`src/rtl/datapath_ctrl_if.sv`:
```
// Bundle between the instruction-sequencing controller and the 16-bit datapath.
// The master side is the controller: it takes start/instr and drives every
// datapath strobe and select. The slave side is the instruction source plus datapath.
interface datapath_ctrl_if #(
    parameter int DW = 16,
    parameter int RW = 3
);
    logic          start;
    logic [15:0]   instr;
    logic          w;
    logic [DW-1:0] datapath_in;
    logic          vsel;
    logic          write;
    logic          loada;
    logic          loadb;
    logic          asel;
    logic          bsel;
    logic          loadc;
    logic          loads;
    logic [RW-1:0] readnum;
    logic [RW-1:0] writenum;
    logic [1:0]    shift;
    logic [1:0]    ALUop;

    modport master (
        input  start, instr,
        output w, datapath_in, vsel, write, loada, loadb, asel, bsel,
               loadc, loads, readnum, writenum, shift, ALUop
    );

    modport slave (
        output start, instr,
        input  w, datapath_in, vsel, write, loada, loadb, asel, bsel,
               loadc, loads, readnum, writenum, shift, ALUop
    );
endinterface

```
`src/rtl/datapath_ctrl.sv`:
```
// Instruction sequencer for the 16-bit datapath (regfile, A/B/C, shifter, ALU, Z).
// One instruction is taken per start handshake in WAIT and stepped through the
// datapath with Moore outputs decoded from state and the held instruction register.
// Build option ILLEGAL_TRAP_EN: an illegal opcode parks the FSM in HALT until reset;
// without it an illegal opcode behaves as a NOP and returns to WAIT.
//
// state    | meaning
// ---------+--------------------------------------------------------------
// WAIT     | idle, w=1, instruction captured on start
// DECODE   | classify opcode/op, no strobes
// GET_A    | read Rn into A
// GET_B    | read Rm into B
// ALU      | shift B, run ALU, load C (or status Z for CMP)
// WR_IMM   | write sign-extended imm8 to Rn
// WR_REG   | write C to Rd
// HALT     | illegal-opcode trap (trap build only), left only by reset
module datapath_ctrl #(
    parameter int DW = 16,
    parameter int RW = 3
) (
    input logic           clk,
    input logic           rst_n,
    datapath_ctrl_if.master bus
);

    typedef enum logic [2:0] {
        S_WAIT   = 3'd0,
        S_DECODE = 3'd1,
        S_GET_A  = 3'd2,
        S_GET_B  = 3'd3,
        S_ALU    = 3'd4,
        S_WR_IMM = 3'd5,
        S_WR_REG = 3'd6,
        S_HALT   = 3'd7
    } state_t;

    state_t state;
    state_t state_nx;
    logic [15:0] ir;

    logic [2:0] opcode;
    logic [1:0] op;
    logic [2:0] rn;
    logic [2:0] rd;
    logic [1:0] sh;
    logic [2:0] rm;

    logic          w_c;
    logic          vsel_c;
    logic          write_c;
    logic          loada_c;
    logic          loadb_c;
    logic          asel_c;
    logic          bsel_c;
    logic          loadc_c;
    logic          loads_c;
    logic [RW-1:0] readnum_c;
    logic [RW-1:0] writenum_c;
    logic [1:0]    shift_c;
    logic [1:0]    aluop_c;

    assign opcode = ir[15:13];
    assign op     = ir[12:11];
    assign rn     = ir[10:8];
    assign rd     = ir[7:5];
    assign sh     = ir[4:3];
    assign rm     = ir[2:0];

    // State register and instruction capture; IR only moves on an accepted start.
    always_ff @(posedge clk or negedge rst_n) begin
        if (!rst_n) begin
            state <= S_WAIT;
            ir    <= '0;
        end else begin
            state <= state_nx;
            if (state == S_WAIT && bus.start) begin
                ir <= bus.instr;
            end
        end
    end

    // Next-state and Moore output decode; every strobe defaults low.
    always_comb begin
        state_nx   = state;
        w_c        = 1'b0;
        vsel_c     = 1'b0;
        write_c    = 1'b0;
        loada_c    = 1'b0;
        loadb_c    = 1'b0;
        asel_c     = 1'b0;
        bsel_c     = 1'b0;
        loadc_c    = 1'b0;
        loads_c    = 1'b0;
        readnum_c  = '0;
        writenum_c = '0;
        shift_c    = 2'b00;
        aluop_c    = 2'b00;
        case (state)
            S_WAIT: begin
                w_c = 1'b1;
                if (bus.start) begin
                    state_nx = S_DECODE;
                end
            end
            S_DECODE: begin
                case ({opcode, op})
                    5'b110_10:                     state_nx = S_WR_IMM;
                    5'b110_00:                     state_nx = S_GET_B;
                    5'b101_00, 5'b101_01, 5'b101_10: state_nx = S_GET_A;
                    5'b101_11:                     state_nx = S_GET_B;
`ifdef ILLEGAL_TRAP_EN
                    default:                       state_nx = S_HALT;
`else
                    default:                       state_nx = S_WAIT;
`endif
                endcase
            end
            S_GET_A: begin
                readnum_c = RW'(rn);
                loada_c   = 1'b1;
                state_nx  = S_GET_B;
            end
            S_GET_B: begin
                readnum_c = RW'(rm);
                loadb_c   = 1'b1;
                state_nx  = S_ALU;
            end
            S_ALU: begin
                shift_c = sh;
                if (opcode == 3'b110) begin
                    // MOV reg: A path forced to zero so C = 0 + shifted B
                    asel_c   = 1'b1;
                    loadc_c  = 1'b1;
                    state_nx = S_WR_REG;
                end else if (op == 2'b01) begin
                    // CMP only updates status; C and the regfile stay untouched
                    aluop_c  = 2'b01;
                    loads_c  = 1'b1;
                    state_nx = S_WAIT;
                end else begin
                    aluop_c  = op;
                    asel_c   = (op == 2'b11);
                    loadc_c  = 1'b1;
                    state_nx = S_WR_REG;
                end
            end
            S_WR_IMM: begin
                vsel_c     = 1'b1;
                writenum_c = RW'(rn);
                write_c    = 1'b1;
                state_nx   = S_WAIT;
            end
            S_WR_REG: begin
                writenum_c = RW'(rd);
                write_c    = 1'b1;
                state_nx   = S_WAIT;
            end
`ifdef ILLEGAL_TRAP_EN
            S_HALT: begin
                state_nx = S_HALT;
            end
`endif
            default: begin
                state_nx = S_WAIT;
            end
        endcase
    end

    assign bus.w           = w_c;
    assign bus.vsel        = vsel_c;
    assign bus.write       = write_c;
    assign bus.loada       = loada_c;
    assign bus.loadb       = loadb_c;
    assign bus.asel        = asel_c;
    assign bus.bsel        = bsel_c;
    assign bus.loadc       = loadc_c;
    assign bus.loads       = loads_c;
    assign bus.readnum     = readnum_c;
    assign bus.writenum    = writenum_c;
    assign bus.shift       = shift_c;
    assign bus.ALUop       = aluop_c;
    assign bus.datapath_in = {{(DW-8){ir[7]}}, ir[7:0]};

endmodule

```
`src/flat_wrapper.sv`:
```
// flat-port wrapper written by rule: the top's interface ports become plain ports
module datapath_ctrl_flat 
#(
    parameter int DW = 16,
    parameter int RW = 3
)
  (clk, rst_n, bus_start, bus_instr, bus_w, bus_datapath_in, bus_vsel, bus_write, bus_loada, bus_loadb, bus_asel, bus_bsel, bus_loadc, bus_loads, bus_readnum, bus_writenum, bus_shift, bus_ALUop);
  datapath_ctrl_if #(.DW(DW), .RW(RW)) bus_i ();
  input logic clk;
  input logic rst_n;
  input wire logic [$bits(bus_i.start)-1:0] bus_start;
  input wire logic [$bits(bus_i.instr)-1:0] bus_instr;
  output wire logic [$bits(bus_i.w)-1:0] bus_w;
  output wire logic [$bits(bus_i.datapath_in)-1:0] bus_datapath_in;
  output wire logic [$bits(bus_i.vsel)-1:0] bus_vsel;
  output wire logic [$bits(bus_i.write)-1:0] bus_write;
  output wire logic [$bits(bus_i.loada)-1:0] bus_loada;
  output wire logic [$bits(bus_i.loadb)-1:0] bus_loadb;
  output wire logic [$bits(bus_i.asel)-1:0] bus_asel;
  output wire logic [$bits(bus_i.bsel)-1:0] bus_bsel;
  output wire logic [$bits(bus_i.loadc)-1:0] bus_loadc;
  output wire logic [$bits(bus_i.loads)-1:0] bus_loads;
  output wire logic [$bits(bus_i.readnum)-1:0] bus_readnum;
  output wire logic [$bits(bus_i.writenum)-1:0] bus_writenum;
  output wire logic [$bits(bus_i.shift)-1:0] bus_shift;
  output wire logic [$bits(bus_i.ALUop)-1:0] bus_ALUop;
  assign bus_i.start = bus_start;
  assign bus_i.instr = bus_instr;
  assign bus_w = bus_i.w;
  assign bus_datapath_in = bus_i.datapath_in;
  assign bus_vsel = bus_i.vsel;
  assign bus_write = bus_i.write;
  assign bus_loada = bus_i.loada;
  assign bus_loadb = bus_i.loadb;
  assign bus_asel = bus_i.asel;
  assign bus_bsel = bus_i.bsel;
  assign bus_loadc = bus_i.loadc;
  assign bus_loads = bus_i.loads;
  assign bus_readnum = bus_i.readnum;
  assign bus_writenum = bus_i.writenum;
  assign bus_shift = bus_i.shift;
  assign bus_ALUop = bus_i.ALUop;
  datapath_ctrl #(.DW(DW), .RW(RW)) u_core (.clk(clk), .rst_n(rst_n), .bus(bus_i));
endmodule
```
`config.mk`:
```
export PLATFORM = sky130hd
export DESIGN_NAME = datapath_ctrl_flat
export DESIGN_NICKNAME = d
export VERILOG_FILES = /design/src/rtl/datapath_ctrl_if.sv /design/src/rtl/datapath_ctrl.sv /design/src/flat_wrapper.sv
export SDC_FILE = /design/constraint.sdc
export NUM_CORES = 1
export LEC_CHECK = 0
export BUFFER_PORTS_ARGS = -buffer_cell sky130_fd_sc_hd__buf_4
export CELL_PAD_IN_SITES_DETAIL_PLACEMENT = 0
export CELL_PAD_IN_SITES_GLOBAL_PLACEMENT = 1
export CORE_UTILIZATION = 32
export CTS_BUF_LIST = sky130_fd_sc_hd__clkbuf_2 sky130_fd_sc_hd__clkbuf_4 sky130_fd_sc_hd__clkbuf_8
export DETAILED_ROUTE_END_ITERATION = 10
export PLACE_DENSITY = 0.79
export SYNTH_ARGS = -nofsm -noshare
export SYNTH_HDL_FRONTEND = slang
export SYNTH_SLANG_ARGS = --single-unit
```
`constraint.sdc`:
```
create_clock -name clk -period 1.45 [get_ports clk]
set_clock_uncertainty 0.05 [all_clocks]
set_input_delay 0.0725 -clock clk [delete_from_list [all_inputs] [get_ports clk]]
set_output_delay 0.0725 -clock clk [all_outputs]
set_load 0.02 [all_outputs]
```
==> flow_summary.json <==
{
  "period_needed_ns": 1.65,
  "rr_worst_depth": 5,
  "crit_top_cell": "buf_6",
  "final_cells": 218,
  "crit_path_top_delay_cell": "dfrtp_2",
  "p_switching_uw": 1760,
  "drt-total-wl_um": 3050,
  "h-tree-depth": 1,
  "diodes": 0,
  "drt-vias-per-instance": 4.68,
  "hold_class": "input pin to flip-flop",
  "max_stage_delay_ns": 0.41,
  "synthCells": 104,
  "drt_iter0_markers": 24,
  "ys_seq_area_share_pct": 40.1,
  "synth_top_cell_area_share_pct": 40.1,
  "ir_drop_uv": 765,
  "cp.arrival_ns": 1.52,
  "syn_to_final_growth_pct": 66.0,
  "worstSkewPairLatency_ns": 0.25,
  "cp-end-kind": "output pin",
  "hp-start": "bus_instr[3]",
  "p_leak_uw": 0.000929,
  "violations": "negative setup slack",
  "clock_path_buffers": 2,
  "core_area_mm2": 0.00344,
  "min_to": "u_core.ir[3]",
  "rr_startpoint": "u_core.state[0]",
  "cts_tree": "built",
  "switching_share_pct": 40.2,
  "io_buffer_count": 52,
  "rows": 21,
  "dp_hpwl_um": 2060,
  "overflow": 0,
  "path_clk_slew_ns": 0.07,
  "setup_ws_ns": -0.196,
  "synth_seq_cells": 19,
  "setup.worst_path.class": "flip-flop to output pin",
  "cts-root-buf": "clkbuf_8",
  "final-hold-violation-count": 0,
  "initial_core_util_pct": 34.4,
  "synth.distinct_cells": 30,
  "die_area_mm2": 0.00395,
  "grt_pass1_vias": 1077,
  "netlist_area_mm2": 0.00118,
  "timing.final.crit_share_pct": 114,
  "crit_required_ns": 1.33,
  "maxSlewViolCount": 0,
  "path_buf_inv": 3,
  "timing.rr.end": "u_core.ir[15]",
  "critPathTopFamily": "simple AND/OR/NAND/NOR gates",
  "place_congestion": 0.802,
  "die_width_um": 62.9,
  "powerDensity_mw_per_mm2": 2230,
  "ys_warn_count": 0,
  "max_freq_mhz": 608,
  "power_frac_seq_pct": 26.6,
  "pwr-share-clk_pct": 8.4,
  "drt_pass1_iterations": 4,
  "maxCapViolations": 0,
  "track_usage_pct": 16.8,
  "rsz0062_at_grt": "true",
  "grt_max_degree": 20,
  "nets": 192,
  "synth_top_cell_by_area": "dfrtp_1",
  "setup_violations": 32,
  "vias": 1021,
  "status": "complete, but fails checks",
  "reg2reg_slack_ns": -0.12,
  "hold_depth": 2,
  "drt.antenna.violating_nets": 0,
  "intPower_uw": 2620,
  "critPathMaxFanout": 4,
  "syn_area_per_cell_um2": 11.4,
  "post-place-ws_ns": -0.0446,
  "clock-sinks": 19,
  "comb_power_share_pct": 65.1,
  "grt_first_pass_wirelength_um": 5130,
  "grt_antenna_before_repair": 0,
  "fill_cells": 292,
  "synthTopCellsByArea": "dfrtp_1, mux2_4, buf_4",
  "placed_cells": 191,
  "drive_above_1_share_pct": 65.7,
  "remaining_drc_errors": 0,
  "cp-start-kind": "flip-flop",
  "cts_buffers": 3,
  "die_h_um": 62.9,
  "ios": 54,
  "avgRoutedWirePerCell_um": 14.0,
  "crit_chain": "buf_6 > nor3b_2 > buf_4 > and3_4 > and2b_1 > buf_6",
  "syn-num-nets": 123
}
-- routing by layer --
| metal | vias up | wire length [µm] | global-route usage (%) |
|---|---|---|---|
| li1 | 487 | - | - |
| met1 | 490 | 1300 | 19.8 |
| met4 | 0 | 48 | 6.98 |
| met3 | 4 | 123 | 3.10 |
| met5 | - | 0 | 0 |
| met2 | 40 | 1580 | 29.5 |
-- cells in the mapped netlist --
cell,count
a21oi_1,2
a22o_1,3
a22oi_1,3
a31oi_1,1
and2_1,4
and2b_1,1
and3_1,2
and3b_1,1
and4b_1,1
buf_12,1
buf_4,18
buf_6,2
clkbuf_1,1
conb_1,1
dfrtp_1,19
inv_1,2
mux2_2,6
mux2_4,10
nand2_1,2
nand3b_1,1
nor2_1,3
nor2b_1,7
nor3_2,1
nor3b_1,4
nor4b_1,1
o211ai_1,3
o21a_1,1
o21ai_0,1
o21bai_1,1
o221ai_1,1
-- power by group through the flow --
stage | Combinational, µW | Sequential [µW] | Clock, µW
finish | 2850 | 1160 | 367
global route | 3020 | 1210 | 410
CTS | 2730 | 1150 | 382
detailed placement | 2260 | 1150 | 0
global placement | 2240 | 1140 | 0
floorplan | 1820 | 1030 | 0
-- through the flow --
stage | hold WS, ns | utilization, % | TNS (ns) | total power, µW | cell area, µm²
floorplan | -0.273 | - | -2.34 | 2850 | 1200
global placement | -0.0872 | 44.9 | 0 | 3370 | 1550
detailed placement | -0.0872 | 44.9 | -0.246 | 3410 | 1550
CTS | 0.000417 | 55.6 | -3.44 | 4260 | 1910
global route | 0.000153 | 57.1 | -5.35 | 4640 | 1970
finish | 0.00376 | 57.1 | -3.21 | 4380 | 1970
-- cells in the final DEF, fill, tap and decap left out, drive strengths merged --
| cell | count |
|---|---|
| nor3 | 1 |
| conb | 1 |
| nor3b | 4 |
| nor4b | 1 |
| clkinv | 1 |
| buf | 72 |
| and3 | 2 |
| a21oi | 2 |
| inv | 2 |
| o21bai | 1 |
| nor2 | 3 |
| nand2 | 2 |
| o21a | 1 |
| dlygate4sd3 | 14 |
| o211ai | 3 |
| clkbuf | 3 |
| a22o | 3 |
| o21ai | 1 |
| and2 | 4 |
| mux2 | 16 |
| o221ai | 1 |
| nor2b | 7 |
| dfrtp | 19 |
| a22oi | 3 |
| and4b | 1 |
| a31oi | 1 |
| nand3b | 1 |
| and3b | 1 |
| and2b | 1 |
-- kinds of logic after synthesis --
logic type,Yosys count,synth area share (%)
AOI/OAI and AO/OA,16,9.82
buffers and inverters,24,15.9
DFF,19,40.1
muxes,16,18.4
other,1,0.316
and+or+nand+nor,28,15.4
-- area by class of cell --
type	instances	area (µm²)	area share, %
clock buffers	3	41.3	2.10
clock inverters	1	5.00	0.254
inverters	2	7.51	0.382
multi-input cells	61	609	31.0
flip-flops and latches	19	478	24.3
well taps	46	57.6	2.93
repair buffers	86	768	39.1
-- sequential cells by signal, summed over array words and instances, names as in the netlist --
signal	flops
u_core.state	3
u_core.ir	16
-- worst reg2reg max path, cell delays in order (launching register included) --
cell and delay (ns):
dfrtp_2 0.41, buf_4 0.16, nor3_4 0.16, and2_4 0.20
buf_8 0.14, mux2_2 0.33
-- worst max-delay path by stage --
stage	to	start	slack, ns	depth (start not counted)
5_1_grt	bus_readnum[1]	u_core.state[0]	-0.28	5
4_1_cts	bus_loads	u_core.state[0]	-0.21	6
3_3_place_gp	u_core.ir[2]	u_core.state[0]	0.02	4
6_report	bus_loads	u_core.state[0]	-0.20	6
2_1_floorplan	u_core.ir[10]	u_core.state[0]	-0.18	5
3_5_place_dp	bus_loads	u_core.state[0]	-0.04	6
-- repair_timing --
action                                  CTS  global route
cloned                                    1             0
pin swaps                                 6             8
hold endpoints to repair                 31             1
resized for setup                        28            15
hold buffers                             13             1
endpoints found under the setup margin   29            34
setup buffers                             9             0
No activity file was read; power rests on OpenSTA's default activity.
